==> config.mk <==
export PLATFORM = sky130hd
export DESIGN_NAME = fetch_stage
export DESIGN_NICKNAME = d
export VERILOG_FILES = /design/src/rtl/fetch_stage.sv
export SDC_FILE = /design/constraint.sdc
export NUM_CORES = 1
export LEC_CHECK = 0
export ABC_AREA = 1
export BUFFER_PORTS_ARGS = -buffer_cell sky130_fd_sc_hd__buf_4
export CORE_MARGIN = 2
export CORE_UTILIZATION = 35
export DETAILED_ROUTE_END_ITERATION = 7
export GPL_ROUTABILITY_DRIVEN = 0
export HOLD_SLACK_MARGIN = 0.05
export PLACE_DENSITY_LB_ADDON = 0.12
export SYNTH_ARGS = -nofsm -noshare
export SYNTH_HDL_FRONTEND = slang
export SYNTH_SLANG_ARGS = --single-unit
==> constraint.sdc <==
create_clock -name clk -period 8.1 [get_ports clk]
set_clock_uncertainty 0.15 [all_clocks]
set_input_delay 2.025 -clock clk [delete_from_list [all_inputs] [get_ports clk]]
set_output_delay 2.025 -clock clk [all_outputs]
set_load 0.01 [all_outputs]
==> src/rtl/fetch_stage.sv <==
// fetch_stage: owns the program counter, requests instructions from the
// icache and buffers each hit (with its PC) in a small circular queue that
// feeds decode over a valid/ready handshake. Redirects flush the queue and
// reload the PC.
module fetch_stage #(
  parameter logic [63:0] RESET_PC        = 64'h0,
  parameter int          QUEUE_DEPTH     = 4,
  parameter int          LOG_QUEUE_DEPTH = 2
) (
  input  logic        clk,
  input  logic        reset,
  output logic [63:0] fetch_addr,
  output logic        icache_enable,
  input  logic [31:0] icache_inst,
  input  logic        icache_valid,
  input  logic        redirect_valid,
  input  logic [63:0] redirect_pc,
  output logic        out_valid,
  output logic [31:0] out_inst,
  output logic [63:0] out_pc,
  input  logic        out_ready
);

  localparam logic [LOG_QUEUE_DEPTH:0]   DEPTH_C = QUEUE_DEPTH[LOG_QUEUE_DEPTH:0];
  localparam logic [LOG_QUEUE_DEPTH:0]   CNT_ONE = 1;
  localparam logic [LOG_QUEUE_DEPTH-1:0] PTR_ONE = 1;

  logic [63:0]                pc_q, pc_d;
  logic [LOG_QUEUE_DEPTH-1:0] head_q, head_d;
  logic [LOG_QUEUE_DEPTH-1:0] tail_q, tail_d;
  logic [LOG_QUEUE_DEPTH:0]   count_q, count_d;

  logic [63:0] qpc_q   [QUEUE_DEPTH];
  logic [31:0] qinst_q [QUEUE_DEPTH];

  logic full, empty, push, pop;

  assign full  = (count_q == DEPTH_C);
  assign empty = (count_q == '0);

  // Enable deliberately ignores out_ready: a full queue only resumes fetching
  // the cycle after a pop, keeping decode's ready off the icache path.
  assign icache_enable = !reset && !redirect_valid && !full;
  assign fetch_addr    = pc_q;
  assign push          = icache_enable && icache_valid;

  assign out_valid = !reset && !empty;
  assign out_inst  = qinst_q[head_q];
  assign out_pc    = qpc_q[head_q];
  assign pop       = out_valid && out_ready;

  // Next-state for PC, pointers and occupancy; a redirect overrides everything.
  always_comb begin
    pc_d    = pc_q;
    head_d  = head_q;
    tail_d  = tail_q;
    count_d = count_q;
    if (redirect_valid) begin
      pc_d    = {redirect_pc[63:2], 2'b00};
      head_d  = '0;
      tail_d  = '0;
      count_d = '0;
    end else begin
      if (push) begin
        tail_d = tail_q + PTR_ONE;
        pc_d   = pc_q + 64'd4;
      end
      if (pop) begin
        head_d = head_q + PTR_ONE;
      end
      if (push && !pop) begin
        count_d = count_q + CNT_ONE;
      end else if (pop && !push) begin
        count_d = count_q - CNT_ONE;
      end
    end
  end

  // Control state register with synchronous reset taking priority.
  always_ff @(posedge clk) begin
    if (reset) begin
      pc_q    <= RESET_PC;
      head_q  <= '0;
      tail_q  <= '0;
      count_q <= '0;
    end else begin
      pc_q    <= pc_d;
      head_q  <= head_d;
      tail_q  <= tail_d;
      count_q <= count_d;
    end
  end

  // Queue storage: each entry captures {pc, inst} when the tail points at it.
  for (genvar gi = 0; gi < QUEUE_DEPTH; gi++) begin : g_entry
    // Write entry gi on a push targeting it; storage needs no reset.
    always_ff @(posedge clk) begin
      if (push && (tail_q == LOG_QUEUE_DEPTH'(gi))) begin
        qpc_q[gi]   <= pc_q;
        qinst_q[gi] <= icache_inst;
      end
    end
  end

endmodule

==> impl_summary.log <==
[metrics] Post-DP HPWL: 35.71 mm
[metrics] Power Density: 214.5 mW/mm^2
[metrics] Register-to-Register Setup Slack: 5.27 ns
[metrics] area growth from synthesis to layout: 21.31%
[metrics] x dimension of the die: 237.5 um
[metrics] number of nets still failing antenna checks after routing: 0
[metrics] Clock H-tree levels: 2
[metrics] Required @ worst endpoint: 5.93 ns
[metrics] category of the most critical setup path: flop to output port
[metrics] most heavily used metal layer in global routing: met2
[metrics] leakage component of the power: 8.392 nW
[metrics] number of hold buffers added after cts: 0
[metrics] Core Region: 0.05381 mm^2
[metrics] GRT Total Usage: 19.76%
[metrics] Reg-to-Reg Start: count_q[1]
[metrics] Final Setup Violations: 0
[metrics] RSZ-0062 raised after global routing: false
[metrics] worst skew pair latency: 0.61 ns
[metrics] number of global-route vias before repair: 13400
[metrics] number of distinct library cells after synthesis: 34
[metrics] DRT Wirelength: 56.59 mm
[metrics] critical path endpoint category: output port
[metrics] fraction of final layout cells with drive strength greater than 1: 18.42%
[metrics] cell chosen for the clock root: clkbuf_16
[metrics] average cell area after synthesis: 10.52 um^2
[metrics] class of the most critical hold timing path: flop to flop
[metrics] maximum ir drop on the vdd rail: 0.1738 mV
[metrics] count of clock tree sinks: 447
[metrics] Remaining DRCs: 0
[metrics] number of violations reported at the end of detailed-routing iteration 0: 924
[metrics] setup_tns: 0 ns
[metrics] max cap viols: 0
[metrics] average vias per placed instance: 5.044
[metrics] source of the worst hold timing path: head_q[1]
[metrics] Nets: 2154
[metrics] total congestion overflow after global routing: 0
[metrics] clk slew on worst S/H paths: 0.06 ns
[metrics] type of origin of the critical path: flop
[metrics] met3 track demand over resource in global routing: 3.449%
[metrics] Setup Buffers After CTS: 0
[metrics] Max Clock Freq: 186.9 MHz
[metrics] Final Hold Fails: 0
[metrics] number of buffers created by CTS: 50
[metrics] power consumption: 0.004965 W
[metrics] Max Transition Viols Final: 0
[metrics] Site Rows: 85
[metrics] reg-to-reg critical path endpoint: qpc_q[2][57]
[metrics] minimum clock period after layout: 5.352 ns
[metrics] Resized Gates After CTS: 0
[metrics] TritonCTS clock tree: yes
[metrics] die boundary height: 237.5 um
[metrics] Port-buffer cells: 256
[metrics] worst-margin pin slew: 1.027 ns
[metrics] result of the run: finished clean
[metrics] sequential cell area fraction in the yosys report: 66.63%
[metrics] number of antenna violations at the first check in global routing: 3
[metrics] TritonRoute pass-1 iters: 5
[metrics] Post-Synthesis Cells: 1814
[metrics] most frequent cells in the layout: edfxtp_1 (376), nor2_1 (289), nand2_1 (273), buf_4 (267), o21ai_0 (244)
[metrics] Max FO, Critical Path: 113
[metrics] final routed wire length divided by cell count: 20.33 um
[metrics] cell area after synthesis: 0.01908 mm^2
[metrics] die area: 0.05640 mm^2
[metrics] leading cell type in the layout, fill and taps excluded: edfxtp_1
[metrics] number of flip-flops and latches in the synthesized netlist: 447
[metrics] Final period util: 66.07%
[metrics] wire length of the first global-routing pass: 83.82 mm
[metrics] worst slew slack as a fraction of its limit: 31.35%
[metrics] effective utilization at floorplan: 35.45%
[metrics] Worst Reg-to-Reg Cells: 5
[metrics] arrival time at the worst endpoint: 3.18 ns
[metrics] buffers from clock root to sink, at most: 3
[metrics] largest net degree at the start of global routing: 114
[metrics] number of vias in the routed layout: 14040
[metrics] met2 usage in global routing: 32.44%
[metrics] IO Count: 263
[metrics] warnings from Yosys: 0
[metrics] global routing usage on met1: 27.02%
[metrics] count of cells along the worst hold path: 2
==> through the flow <==
stage	instance area (um^2)	util [%]	hold WS, ns	worst slack (ns)	instances
2_1_floorplan	19090	-	0.2856	0.8124	1817
3_3_place_gp	21640	40.21	0.2917	2.760	2690
3_5_place_dp	21640	40.21	0.2982	2.758	2690
4_1_cts	23140	43.00	0.3051	2.601	2781
5_1_grt	23140	43.01	0.3437	2.436	2783
6_report	23150	43.01	0.3062	2.748	2784
==> layer usage <==
layer	share of wire [%]	wire [um]	vias to the layer above
met5	0	0	-
met4	2.1	1172	0
met3	5.5	3132	76
met2	47	26770	373
met1	45	25520	6838
li1	-	-	6756
==> power breakdown <==
group          switching, W  internal, W
Clock              0.000908      0.00120
Combinational      0.000151     0.000115
Sequential        0.0000615      0.00253
Total               0.00112      0.00384
==> worst max-delay path, stage by stage (launching register included) <==
cell and delay [ns]:
dfxtp_4 0.48, inv_6 0.60, buf_4 0.75, o21ai_0 0.16, o22ai_1 0.29, buf_4 0.18
==> state kept, by name, indices dropped and copies added, names as in the netlist, named ones only <==
name and flops:
qpc_q 248, count_q 3, fetch_addr 62, tail_q 2, head_q 2, qinst_q 128
==> cells by family (layout without fill, tap and decap cells) <==
logic type,after synthesis,in the layout,synth area share (%)
and+or+nand+nor,674,674,14.85
DFF,447,447,66.63
AOI/OAI and AO/OA,431,431,12.13
buffers and inverters,234,502,4.964
xor gates and xnor gates,20,20,0.9181
adders and majority gates,7,7,0.4984
other,1,7,0.01965
==> cell type report <==
cell class / instances / area, um^2
well taps: 696 / 870.8
flip-flops and latches: 447 / 12720
clock buffers: 68 / 1350
clock inverters: 23 / 151.4
multi-input cells: 1136 / 5464
diodes: 3 / 7.507
inverters: 142 / 538.0
fillers: 5188 / 30670
repair buffers: 269 / 2044
==> worst max-delay path by stage <==
stage	start	to	slack, ns	depth (start not counted)
floorplan	reset	qinst_q[0][0]	0.81	5
global placement	reset	icache_enable	2.76	4
detailed placement	reset	icache_enable	2.76	4
CTS	flop	out_pc[8]	2.60	5
global route	flop	out_pc[8]	2.44	5
finish	flop	out_pc[35]	2.75	5
==> cell usage after synthesis (all sizes together) <==
cell type / instances / area [um^2]
a21oi: 59 / 302.8
a22oi: 1 / 7.510
a31oi: 13 / 81.33
and2: 1 / 6.260
buf: 31 / 185.2
clkbuf: 61 / 229.0
clkinv: 1 / 3.750
conb: 1 / 3.750
dfxtp: 71 / 1421
edfxtp: 376 / 11290
fa: 1 / 20.02
ha: 6 / 75.07
inv: 141 / 529.3
nand2: 291 / 1175
nand3: 61 / 317.8
nand3b: 1 / 7.510
nand4: 7 / 43.79
nor2: 313 / 1282
o211ai: 3 / 22.52
o21ai: 260 / 1305
o22ai: 95 / 594.3
xnor2: 5 / 43.79
xor2: 15 / 131.4
No activity file was read; power rests on OpenSTA's default activity.
